===== src/rtl/mem_arb_pkg.sv =====
`default_nettype none
// ============================================================================
//  Module   : mem_arb_pkg
//  Purpose  : Shared types and address-check helper for the memory port arbiter.
//  Revision : 1.0
// ============================================================================

`ifndef MEM_ADDR_WIDTH
`define MEM_ADDR_WIDTH 10
`endif
`ifndef MEM_DATA_WIDTH
`define MEM_DATA_WIDTH 32
`endif

package mem_arb_pkg;

    localparam int unsigned C_MEM_AW = `MEM_ADDR_WIDTH;
    localparam int unsigned C_MEM_DW = `MEM_DATA_WIDTH;
    localparam int unsigned C_CNT_W  = 4;

    typedef enum logic [1:0] {
        OWN_NONE = 2'd0,
        OWN_IF   = 2'd1,
        OWN_D    = 2'd2
    } mem_owner_t;

    // Word-misaligned, or (when checking) any address bit above the word index set.
    function automatic logic addr_err(input logic [31:0] addr, input logic check);
        logic [31:0] w_upper;
        w_upper = addr >> (C_MEM_AW + 2);
        return (addr[1:0] != 2'b00) || (check && (w_upper != 32'd0));
    endfunction

endpackage

`default_nettype wire


===== src/rtl/mem_arb_starve_ctr.sv =====
`default_nettype none
// ============================================================================
//  Module   : mem_arb_starve_ctr
//  Purpose  : Saturating count of consecutive fetch arbitration losses.
//  Revision : 1.0
// ============================================================================

module mem_arb_starve_ctr
    import mem_arb_pkg::*;
#(
    parameter int unsigned LIMIT = 4
) (
    input  logic clk,
    input  logic reset,
    input  logic lose_i,
    input  logic win_idle_i,
    output logic at_limit_o
);

    localparam logic [C_CNT_W-1:0] C_LIMIT = C_CNT_W'(LIMIT);

    logic [C_CNT_W-1:0] cnt_q;
    logic [C_CNT_W-1:0] cnt_d;

    always_comb begin
        cnt_d = cnt_q;
        if (win_idle_i) begin
            cnt_d = '0;
        end else if (lose_i && (cnt_q != C_LIMIT)) begin
            cnt_d = cnt_q + 1'b1;
        end
    end

    always_ff @(posedge clk) begin
        if (reset) begin
            cnt_q <= '0;
        end else begin
            cnt_q <= cnt_d;
        end
    end

    assign at_limit_o = (cnt_q == C_LIMIT);

endmodule

`default_nettype wire


===== src/rtl/mem_port_arbiter.sv =====
`default_nettype none
// ============================================================================
//  Module   : mem_port_arbiter
//  Purpose  : Shares a one-cycle-latency single-port memory between fetch and data.
//  Revision : 1.0
// ============================================================================

`ifndef MEM_ADDR_WIDTH
`define MEM_ADDR_WIDTH 10
`endif
`ifndef MEM_DATA_WIDTH
`define MEM_DATA_WIDTH 32
`endif

module mem_port_arbiter
    import mem_arb_pkg::*;
#(
    parameter int unsigned STARVE_LIMIT = 4,
    parameter bit          ADDR_CHECK   = 1'b1
) (
    input  logic                       clk,
    input  logic                       reset,
    // fetch port
    input  logic                       if_req_valid,
    input  logic [31:0]                if_req_addr,
    output logic                       if_req_ready,
    output logic                       if_resp_valid,
    output logic [31:0]                if_resp_rdata,
    output logic                       if_resp_err,
    // data port
    input  logic                       d_req_valid,
    input  logic [31:0]                d_req_addr,
    input  logic                       d_req_we,
    input  logic [`MEM_DATA_WIDTH-1:0] d_req_wdata,
    output logic                       d_req_ready,
    output logic                       d_resp_valid,
    output logic [31:0]                d_resp_rdata,
    output logic                       d_resp_err,
    // memory macro
    output logic [31:0]                mem_addr,
    output logic [`MEM_DATA_WIDTH-1:0] mem_wdata,
    output logic                       mem_rw,
    input  logic [31:0]                mem_rdata
);

    logic       w_if_err;
    logic       w_d_err;
    logic       w_at_limit;
    logic       w_gnt_if;
    logic       w_gnt_d;
    logic       w_if_own;
    logic       w_d_own;

    mem_owner_t owner_q;
    mem_owner_t owner_d;
    logic       err_q;
    logic       err_d;

    assign w_if_err = addr_err(if_req_addr, ADDR_CHECK);
    assign w_d_err  = addr_err(d_req_addr,  ADDR_CHECK);

    // Data wins by default; fetch takes a contested cycle once it has lost STARVE_LIMIT in a row.
    always_comb begin
        w_gnt_d  = 1'b0;
        w_gnt_if = 1'b0;
        if (!reset) begin
            if (d_req_valid && !(if_req_valid && w_at_limit)) begin
                w_gnt_d = 1'b1;
            end else if (if_req_valid) begin
                w_gnt_if = 1'b1;
            end
        end
    end

    assign if_req_ready = w_gnt_if;
    assign d_req_ready  = w_gnt_d;

    mem_arb_starve_ctr #(
        .LIMIT      (STARVE_LIMIT)
    ) u_starve_ctr (
        .clk        (clk),
        .reset      (reset),
        .lose_i     (if_req_valid && w_gnt_d),
        .win_idle_i (w_gnt_if || !if_req_valid),
        .at_limit_o (w_at_limit)
    );

    always_comb begin
        mem_addr = 32'd0;
        if (w_gnt_d) begin
            mem_addr = d_req_addr;
        end else if (w_gnt_if) begin
            mem_addr = if_req_addr;
        end
    end

    assign mem_wdata = d_req_wdata;
    assign mem_rw    = w_gnt_d && d_req_we && !w_d_err;

    always_comb begin
        owner_d = OWN_NONE;
        err_d   = 1'b0;
        if (w_gnt_d) begin
            owner_d = OWN_D;
            err_d   = w_d_err;
        end else if (w_gnt_if) begin
            owner_d = OWN_IF;
            err_d   = w_if_err;
        end
    end

    always_ff @(posedge clk) begin
        if (reset) begin
            owner_q <= OWN_NONE;
            err_q   <= 1'b0;
        end else begin
            owner_q <= owner_d;
            err_q   <= err_d;
        end
    end

    // Gating with reset drops a response whose issue preceded a reset cycle.
    assign w_if_own = (owner_q == OWN_IF) && !reset;
    assign w_d_own  = (owner_q == OWN_D)  && !reset;

    assign if_resp_valid = w_if_own;
    assign if_resp_err   = w_if_own && err_q;
    assign if_resp_rdata = (w_if_own && !err_q) ? mem_rdata : 32'd0;

    assign d_resp_valid  = w_d_own;
    assign d_resp_err    = w_d_own && err_q;
    assign d_resp_rdata  = (w_d_own && !err_q) ? mem_rdata : 32'd0;

endmodule

`default_nettype wire


===== config.mk =====
export PLATFORM = sky130hd
export DESIGN_NAME = mem_port_arbiter
export DESIGN_NICKNAME = d
export VERILOG_FILES = /design/src/rtl/mem_arb_pkg.sv /design/src/rtl/mem_arb_starve_ctr.sv /design/src/rtl/mem_port_arbiter.sv
export SDC_FILE = /design/constraint.sdc
export NUM_CORES = 1
export LEC_CHECK = 0
export ABC_AREA = 1
export BUFFER_PORTS_ARGS = -buffer_cell sky130_fd_sc_hd__buf_2
export CELL_PAD_IN_SITES_DETAIL_PLACEMENT = 1
export CELL_PAD_IN_SITES_GLOBAL_PLACEMENT = 1
export CORE_MARGIN = 5
export CORE_UTILIZATION = 16
export CTS_CLUSTER_SIZE = 12
export DETAILED_ROUTE_END_ITERATION = 10
export HOLD_SLACK_MARGIN = 0.12
export PLACE_DENSITY = 0.87
export SLEW_MARGIN = 20
export SYNTH_ARGS = -nofsm -noshare
export SYNTH_HDL_FRONTEND = slang
export SYNTH_SLANG_ARGS = --single-unit

===== constraint.sdc =====
create_clock -name clk -period 2.1 [get_ports clk]
set_input_delay 0.21 -clock clk [delete_from_list [all_inputs] [get_ports clk]]
set_output_delay 0.21 -clock clk [all_outputs]
set_load 0.05 [all_outputs]

After elaboration in Yosys (flattened, before gate mapping)
Index checks and enable logic that the tools add are counted.
{"block": "totals", "n_memories": 0, "wordCells": 48, "ff_bits": 7, "output_inout_bits": 135, "inputBits": 133, "ram_bits": 0, "latch_bits": 0, "mem_bits_ro": 0}
{"block": "op_classes", "n_div": 0, "bitwise_logic": 0, "n_eq_ne": 4, "order_cmp": 0, "addsub": 1, "mul": 0, "muxes": 13, "n_reduce_logical": 26, "shift": 0}
{"cell": "$mux W32", "n": 4}
{"cell": "$reduce_bool A32 Y1", "n": 2}
{"cell": "$logic_and A1 B1 Y1", "n": 12}
{"cell": "$mux W1", "n": 8}
{"cell": "$logic_not A1 Y1", "n": 5}
{"cell": "$add A4 B1 Y4 const B", "n": 1}
{"cell": "$eq A4 B3 Y1 const B", "n": 1}
{"cell": "$ne A4 B3 Y1 const B", "n": 1}
{"cell": "$reduce_bool A2 Y1", "n": 2}
{"cell": "$reduce_or A2 Y1", "n": 2}
{"cell": "$logic_or A1 B1 Y1", "n": 3}
{"cell": "$eq A2 B1 Y1 const B", "n": 1}
{"cell": "$eq A2 B2 Y1 const B", "n": 1}
{"cell": "$mux W2", "n": 1}

Depth between registers and ports, before layout
Gate-level depths: netlist of run 1.
{"block": "logic_depth", "word_depth": 8, "depth_mapped": 9}

Modules after synthesis
Synthesis of run 1 repeated with hierarchy kept, for this count alone.
{"block": "unflattened", "cells_unflattened": 340, "hier_area_um2": 1657.8}
{"module": "mem_port_arbiter", "seq_area_each_um2": 60.1, "area_each_um2": 1415.1, "n_inst": 1, "cells_each": 304}
{"module": "mem_arb_starve_ctr", "seq_area_each_um2": 80.1, "area_each_um2": 242.7, "n_inst": 1, "cells_each": 36}

Least setup slack after synthesis of run 1
Ideal clock, no wire load.
{"block": "synth_timing", "path_kind": "register -> output", "startpoint": "register owner_q[0]", "endpoint": "output d_resp_rdata[0]", "arrival_time_ns": 1.933, "required_ns": 1.890, "path_buffers": 0, "stages_incl_launch_ff": 4, "slack_ns": -0.043, "path_cell_list": "dfxtp_1 nor3_2 nand2_2 nor2_1"}
{"block": "synth_via", "elab_chain_len": 4}
{"element": "start, declared", "line_no": "mem_port_arbiter.sv:54", "source": "mem_owner_t owner_q;"}
{"element": "start signal, assigned", "line_no": "mem_port_arbiter.sv:117", "source": "owner_q <= owner_d;"}
{"element": "$eq A2 B2 Y1", "line_no": "mem_port_arbiter.sv:124", "source": "assign w_d_own = (owner_q == OWN_D) && !reset;"}
{"element": "$logic_and A1 B1 Y1", "line_no": "mem_port_arbiter.sv:124"}
{"element": "net d_resp_valid", "line_no": "mem_port_arbiter.sv:36", "source": "output logic d_resp_valid,"}
{"element": "$logic_and A1 B1 Y1", "line_no": "mem_port_arbiter.sv:132", "source": "assign d_resp_rdata = (w_d_own && !err_q) ? mem_rdata : 32'd0;"}
{"element": "$mux W32", "line_no": "mem_port_arbiter.sv:132"}
{"element": "end, declared", "line_no": "mem_port_arbiter.sv:37", "source": "output logic [31:0] d_resp_rdata,"}
The timed path passes the listed nets, and every way through them passes these cells.

Final worst setup path of run 1
{"block": "layout_timing", "startpoint": "register u_starve_ctr.cnt_q[0]", "endpoint": "output mem_addr[23]"}
{"block": "layout_via", "elab_chain_len": 8, "word_cells_on_any_way": 10}
{"element": "start, declared", "line_no": "mem_arb_starve_ctr.sv:22", "source": "logic [C_CNT_W-1:0] cnt_q;"}
{"element": "start signal, assigned", "line_no": "mem_arb_starve_ctr.sv:38", "source": "cnt_q <= cnt_d;"}
{"element": "$eq A4 B3 Y1 (*)", "line_no": "mem_arb_starve_ctr.sv:42", "source": "assign at_limit_o = (cnt_q == C_LIMIT);"}
{"element": "$logic_and A1 B1 Y1 (*)", "line_no": "mem_port_arbiter.sv:67", "source": "if (d_req_valid && !(if_req_valid && w_at_limit)) begin"}
{"element": "$logic_not A1 Y1 (*)", "line_no": "mem_port_arbiter.sv:67"}
{"element": "$logic_and A1 B1 Y1 (*)", "line_no": "mem_port_arbiter.sv:67"}
{"element": "$mux W1", "line_no": "mem_port_arbiter.sv:67"}
{"element": "$mux W1", "line_no": "mem_port_arbiter.sv:66", "source": "if (!reset) begin"}
{"element": "$mux W32", "line_no": "mem_port_arbiter.sv:92", "source": "end else if (w_gnt_if) begin"}
{"element": "$mux W32 (*)", "line_no": "mem_port_arbiter.sv:90", "source": "if (w_gnt_d) begin"}
{"element": "end, declared", "line_no": "mem_port_arbiter.sv:40", "source": "output logic [31:0] mem_addr,"}
Every way passes the cells marked *; elsewhere a longest branch is shown, timed or not.

==> results of run 1 <==
-- power groups by stage --
stage               logic [mW]  registers, mW  clock network, mW
floorplan                0.510          0.142                  0
global placement         0.526          0.142                  0
detailed placement       0.534          0.142                  0
CTS                      0.536          0.140              0.197
global route             0.595          0.140              0.205
finish                   0.551          0.140              0.190
-- Yosys cell counts --
library cell / n
nor2_1: 67
xnor2_1: 1
buf_4: 41
xor2_1: 1
nand3_1: 5
buf_6: 3
nor4_1: 1
nor2_4: 4
ha_1: 2
nand2_2: 4
nor3_2: 1
nand4_1: 1
inv_2: 2
o21ai_0: 4
or2_2: 1
inv_1: 45
nor2_2: 27
nand2_1: 103
dfxtp_1: 7
-- routing by layer --
metal / up-vias / global-route usage, %
met5: - / 0
met4: 0 / 0.8921
met3: 4 / 4.620
met2: 136 / 21.31
met1: 1059 / 12.05
li1: 1217 / -
-- final cells by class --
type | instances | area (um2) | share of cell area (%)
Clock inverter | 1 | 5.005 | 0.1874
Clock buffer | 3 | 41.29 | 1.546
Tap cell | 136 | 170.2 | 6.373
Timing Repair Buffer | 206 | 1139 | 42.64
Multi-Input combinational cell | 222 | 993.5 | 37.21
Sequential cell | 7 | 140.1 | 5.248
Inverter | 47 | 181.4 | 6.795
-- registers in the layout, indices dropped and copies added (netlist names) --
signal,flops
u_starve_ctr.cnt_q,4
err_q,1
owner_q,2
-- how the worst max path moves through the flow --
stage	startpoint	endpoint	slack, ps	cells after the start
final	u_starve_ctr.cnt_q[0]$_SDFFE_PP0P_	mem_addr[23]	150	9
after global routing	u_starve_ctr.cnt_q[0]$_SDFFE_PP0P_	mem_addr[29]	-20	9
after CTS	u_starve_ctr.cnt_q[0]$_SDFFE_PP0P_	mem_addr[16]	90	9
after detailed placement	u_starve_ctr.cnt_q[0]$_SDFFE_PP0P_	mem_addr[11]	190	9
after global placement	u_starve_ctr.cnt_q[0]$_SDFFE_PP0P_	mem_addr[31]	260	9
after floorplan	owner_q[0]$_SDFF_PP0_	d_resp_rdata[0]	-40	3
-- stage by stage --
stage | hold WS [ps] | cell area (um2) | total power [mW] | utilization (%) | cells
final | 267.2 | 2670 | 0.8805 | 26.22 | 622
after global routing | 279.4 | 2670 | 0.9403 | 26.22 | 622
after CTS | 268.6 | 2580 | 0.8726 | 25.33 | 622
after detailed placement | 420.3 | 2531 | 0.6763 | 24.85 | 618
after global placement | 420.3 | 2531 | 0.6685 | 24.85 | 618
after floorplan | 282.4 | 1652 | 0.6519 | - | 320
-- logic make-up after synthesis --
| group | share of synthesized area, % |
|---|---|
| AO/OA/AOI/OAI | 1.212 |
| XOR/XNOR | 1.061 |
| adder cells (fa/ha/maj) | 1.515 |
| buffers and inverters | 31.36 |
| flip-flops | 8.485 |
| AND/OR/NAND/NOR | 56.36 |
-- critical path: cells and delay by family (launching register included) --
family	cells	cell delay, ps
buf+inv	3	500
simple gates	5	430
flops	1	360
fa+ha+maj	1	190
-- timing repair --
item                       4_1_cts  5_1_grt
resized for setup                1       47
setup endpoints to repair       28       33
pin swaps                        0        0
==> qor.yml, run 1 <==
insertion_delay_ps: 230
htreeDepth: 1
required_ps: 1890
syn_to_final_growth_pct: 61.67
reg2reg_from: "u_starve_ctr.cnt_q[0]$_SDFFE_PP0P_"
synth.avg_cell_area_um2: 5.161
die_area_um2: 12450
mostFrequentLayoutCells: "buf_2 (171), nand2_1 (103), nor2_1 (67)"
fp.dieH_um: 111.6
r2r_end: "u_starve_ctr.cnt_q[0]$_SDFFE_PP0P_"
cp_max_fo: 36
wl_met1_um: 2828
p_seq_share_pct: 15.9
reg2reg_depth: 8
hold_violations: 0
io_buffers: 203
preCtsSetupSlack_ps: 185.5
synth.distinct_cells: 19
totalWireLength_um: 7667
setup_tns_ps: 0
antenna_found_initial: 0
status: "complete, no violations"
cap_violations: 0
end_kind: "primary output"
synth_seq_area_share_pct: 8.485
critical_path_arrival_ps: 1740
num-nets-final: 622
fp.dieW_um: 111.6
combPwrFrac_pct: 62.6
worstSetupPathType: "flop to primary output"
cp_common_cell: "nand2_1"
power.switching_uw: 444.8
fp.coreArea_um2: 10180
min_path_cells: 2
setup_slack_ps: 154.8
wl_met2_um: 3954
clk_pin_slew_worst_paths_ps: 40
netlist_area_um2: 1652
grt_pass1_wl_um: 11760
synth_area_leader_cell: "nand2_1"
setup_viol: 0
leakage_nw: 1.774
grt_pass1_vias: 2522
min_delay_worst_endpoint: "owner_q[1]$_SDFF_PP0_"
ant_nets: 0
layout_commonest_cell: "buf_2"
cts_tree: "done"
pwr-share-clk_pct: 21.5
grt_use_total_pct: 11.21
period_share_pct: 92.63
slowest_delay_ps: 360
drtIter0Drc: 68
fmax_ghz: 0.5141
r2r_slack_ps: 700
grt_overflow: 0
drive_gt1_share_pct: 51.23
hold_buffers: 0
cts-root-buf: "clkbuf_8"
vias: 2416
synth_area_leaders: "nand2_1 (23%), buf_4 (19%), nor2_1 (15%)"
hold_path.class: "input pin to flop"
tightest_slew_ps: 611.9
dp_hpwl_um: 6700
power.internal_uw: 435.8
nFillCells: 1430
drc_errors: 0
clock_sinks: 7
drtPass1Iterations: 4
ir_drop_v: 0.0001956
row_count: 37
clock_path_buffers: 2
p_sw_share_pct: 50.51
synth_nets: 455
wl_met3_um: 843
diodes: 0
syn_inst: 320
ys_ff_latch: 7
grt_max_degree: 37
initial_core_util_pct: 16.22
fin_skew_ps: 3.845
power_density_nw_per_um2: 329.8
numCtsBuffers: 3
yosysTopAreaCellShare_pct: 23.41
via_per_inst: 3.884
critPathSlowestCell: "dfxtp_1"
period_minus_slack_ps: 1945
crit_chain: "inv_1, ha_1, nand4_1, nand2_2, nor2_4, buf_12, nand2_1, nand2_1, buf_2"
io_pins: 268
postCtsSetupBuffers: 0
hold_start: "reset"
wl_per_cell_um: 12.33
top_layer: "met4"
ys_warn_count: 0
startpoint_type: "flop"
slew_viol_final: 0
slew-limit-headroom_pct: 59.06
place.gp.congestion: 0.7988
Power figures use the tool's default switching activity.
==> run 2: changes to the inputs <==
- ABC_AREA: 1 -> unset
- PLACE_DENSITY: 0.87 -> 0.89
==> run 2 against run 1 <==
Effect of this change:
- the run now ends with setup timing left
- sequential share of layout area shrank 0.26 points
- critical path type unchanged
- sequential power barely moved
- design area grew 7.0%
- via count is 10% lower
- non-clock buffer count increased by 11
- clock power is essentially flat
- critical endpoint is now mem_addr[19]
- flip-flop and latch count stayed put
- die area decreased by 11%
- critical path depth decreased by 1
- clock-buffer cell count increased by 1
==> qor.yml, run 2 <==
worstSetupPathType: "flop to primary output"
insertion_delay_ps: 230
grt_pass1_vias: 2351
grt_overflow: 0
cp_max_fo: 5
pwr-share-clk_pct: 20.1
tightest_slew_ps: 469.4
syn_to_final_growth_pct: 96.73
clk_pin_slew_worst_paths_ps: 40
ys_ff_latch: 7
io_buffers: 203
numCtsBuffers: 3
setup_tns_ps: -18.28
hold_violations: 0
synth_edf_count: 0
grt_pass1_wl_um: 12320
drtPass1Iterations: 4
hold_buffers: 0
setup_viol: 2
utilization_pct: 32.45
slew_viol_final: 0
place_area_um2: 2489
totalWireLength_um: 8298
power_density_nw_per_um2: 329.1
initial_core_util_pct: 16.50
p_seq_share_pct: 15.0
required_ps: 1890
yosysTopAreaCellShare_pct: 28.42
power.switching_uw: 426.4
slew-limit-headroom_pct: 68.42
synth.most_common_cell: "and2_1"
nFillCells: 1099
grt_max_degree: 35
io_pins: 268
ir_drop_v: 0.0001630
slowest_delay_ps: 330
critPathSlowestCell: "a311oi_4"
grt_use_total_pct: 13.89
layout_commonest_cell: "buf_2"
drc_errors: 0
cp_top_family: "buffers and inverters"
fin_hold_ws_ps: 211.8
via_per_inst: 4.528
postLayoutCellArea_um2: 2858
syn_inst: 193
synth_area_leader_cell: "and2_1"
combPwrFrac_pct: 64.9
synth_nets: 328
wl_per_cell_um: 17.32
p_sw_share_pct: 45.34
row_count: 34
drtIter0Drc: 45
asyncSetResetFlopFracSynth_pct: 0
yosys_most_used_dff: "dfxtp_1"
synth_area_leaders: "and2_1 (28%), a22o_1 (19%), buf_4 (17%)"
htreeDepth: 1
startpoint_type: "flop"
end_kind: "primary output"
fp.coreArea_um2: 8806
fmax_ghz: 0.4733
period_share_pct: 100.6
fin_skew_ps: 1.281
dp_hpwl_um: 7072
netlist_area_um2: 1453
die_area_um2: 11080
cp_common_cell: "buf_6"
period_minus_slack_ps: 2113
largest_reg_flops: 4
synth.avg_cell_area_um2: 7.527
crit_chain: "inv_1, ha_4, nor2b_4, a311oi_4, buf_6, clkbuf_16, a22o_1, buf_6"
violations: "setup timing"
power.internal_uw: 514.1
cts_tree: "done"
drive_gt1_share_pct: 66.22
ant_nets: 0
reg.largest.list: "u_starve_ctr.cnt_q (4), owner_q (2), err_q (1)"
vias: 2169
path_buf_inv: 4
fp.dieW_um: 105.3
place.gp.congestion: 0.7956
status: "finished with violations"
cts-root-buf: "clkbuf_8"
clock_sinks: 7
cap_violations: 0
hold_path.class: "input pin to flop"
power_uw: 940.5
num-nets-final: 506
critical_path_arrival_ps: 1900
ys_warn_count: 0
largest_register: "u_starve_ctr.cnt_q"
leakage_nw: 1.605
setup_slack_ps: -12.69
synth_seq_area_share_pct: 9.647
synth.distinct_cells: 30
mostFrequentLayoutCells: "buf_2 (170), and2_1 (66), a22o_1 (21)"
fp.dieH_um: 105.3
antenna_found_initial: 1
synth_commonest_cells: "and2_1 (66), a22o_1 (32), buf_4 (32)"
rsz0062_at_grt: "true"
clock_path_buffers: 2
-- run 2: cell type report --
class / instances / area, um2 / area share [%]
Timing Repair Buffer: 217 / 1438 / 50.31
Multi-Input combinational cell: 137 / 1076 / 37.65
Sequential cell: 7 / 142.6 / 4.991
Tap cell: 108 / 135.1 / 4.729
Clock buffer: 4 / 45.04 / 1.576
Inverter: 5 / 18.77 / 0.6567
Antenna cell: 1 / 2.502 / 0.08757
-- run 2: worst paths after layout --
| check | startpoint | end | slack, ps | cells after the start |
|---|---|---|---|---|
| hold / removal | d_req_valid | owner_q[0]$_SDFF_PP0_ | 210 | 2 |
| setup reg to reg | u_starve_ctr.cnt_q[0]$_SDFFE_PP0P_ | err_q$_SDFF_PP0_ | 400 | 8 |
| hold reg to reg | u_starve_ctr.cnt_q[0]$_SDFFE_PP0P_ | u_starve_ctr.cnt_q[0]$_SDFFE_PP0P_ | 500 | 2 |
| setup / recovery | u_starve_ctr.cnt_q[0]$_SDFFE_PP0P_ | mem_addr[19] | -10 | 8 |
-- run 2: repair_timing --
action                                 CTS  global route
gates resized for setup                 50            11
setup endpoints to repair               34            34
pin swaps                                5             9
cloned                                   2             1
setup buffers                            3             4
endpoints found under the hold margin    0             0
-- run 2: cell families (layout without fill, tap and decap cells) --
family,Yosys count,count (layout),synth area share (%)
AND/OR/NAND/NOR,95,95,41.69
buffers and inverters,49,226,22.65
AO/OA/AOI/OAI,40,40,24.29
flip-flops,7,7,9.647
adder cells (fa/ha/maj),2,2,1.722
other,0,1,0
-- run 2: stage by stage --
| stage | setup WS, ps | std cells |
|---|---|---|
| 2_1_floorplan | -59.48 | 193 |
| 5_1_grt | -86.36 | 479 |
| 4_1_cts | 3.768 | 474 |
| 6_report | -12.69 | 479 |
| 3_3_place_gp | -283.8 | 465 |
| 3_5_place_dp | -256.3 | 465 |
-- run 2: power by group through the flow --
stage	clock [mW]	combinational, mW	sequential [mW]
floorplan	0	0.480	0.142
global placement	0	0.529	0.143
detailed placement	0	0.540	0.144
CTS	0.195	0.601	0.141
global route	0.202	0.645	0.142
finish	0.189	0.610	0.141
-- run 2: layer usage --
metal	up-vias	GRT usage, %	wire length, um
met1	989	13.86	2776
met2	167	26.18	4316
met3	5	6.540	1155
met5	-	0	0
li1	1008	-	-
met4	0	2.812	49
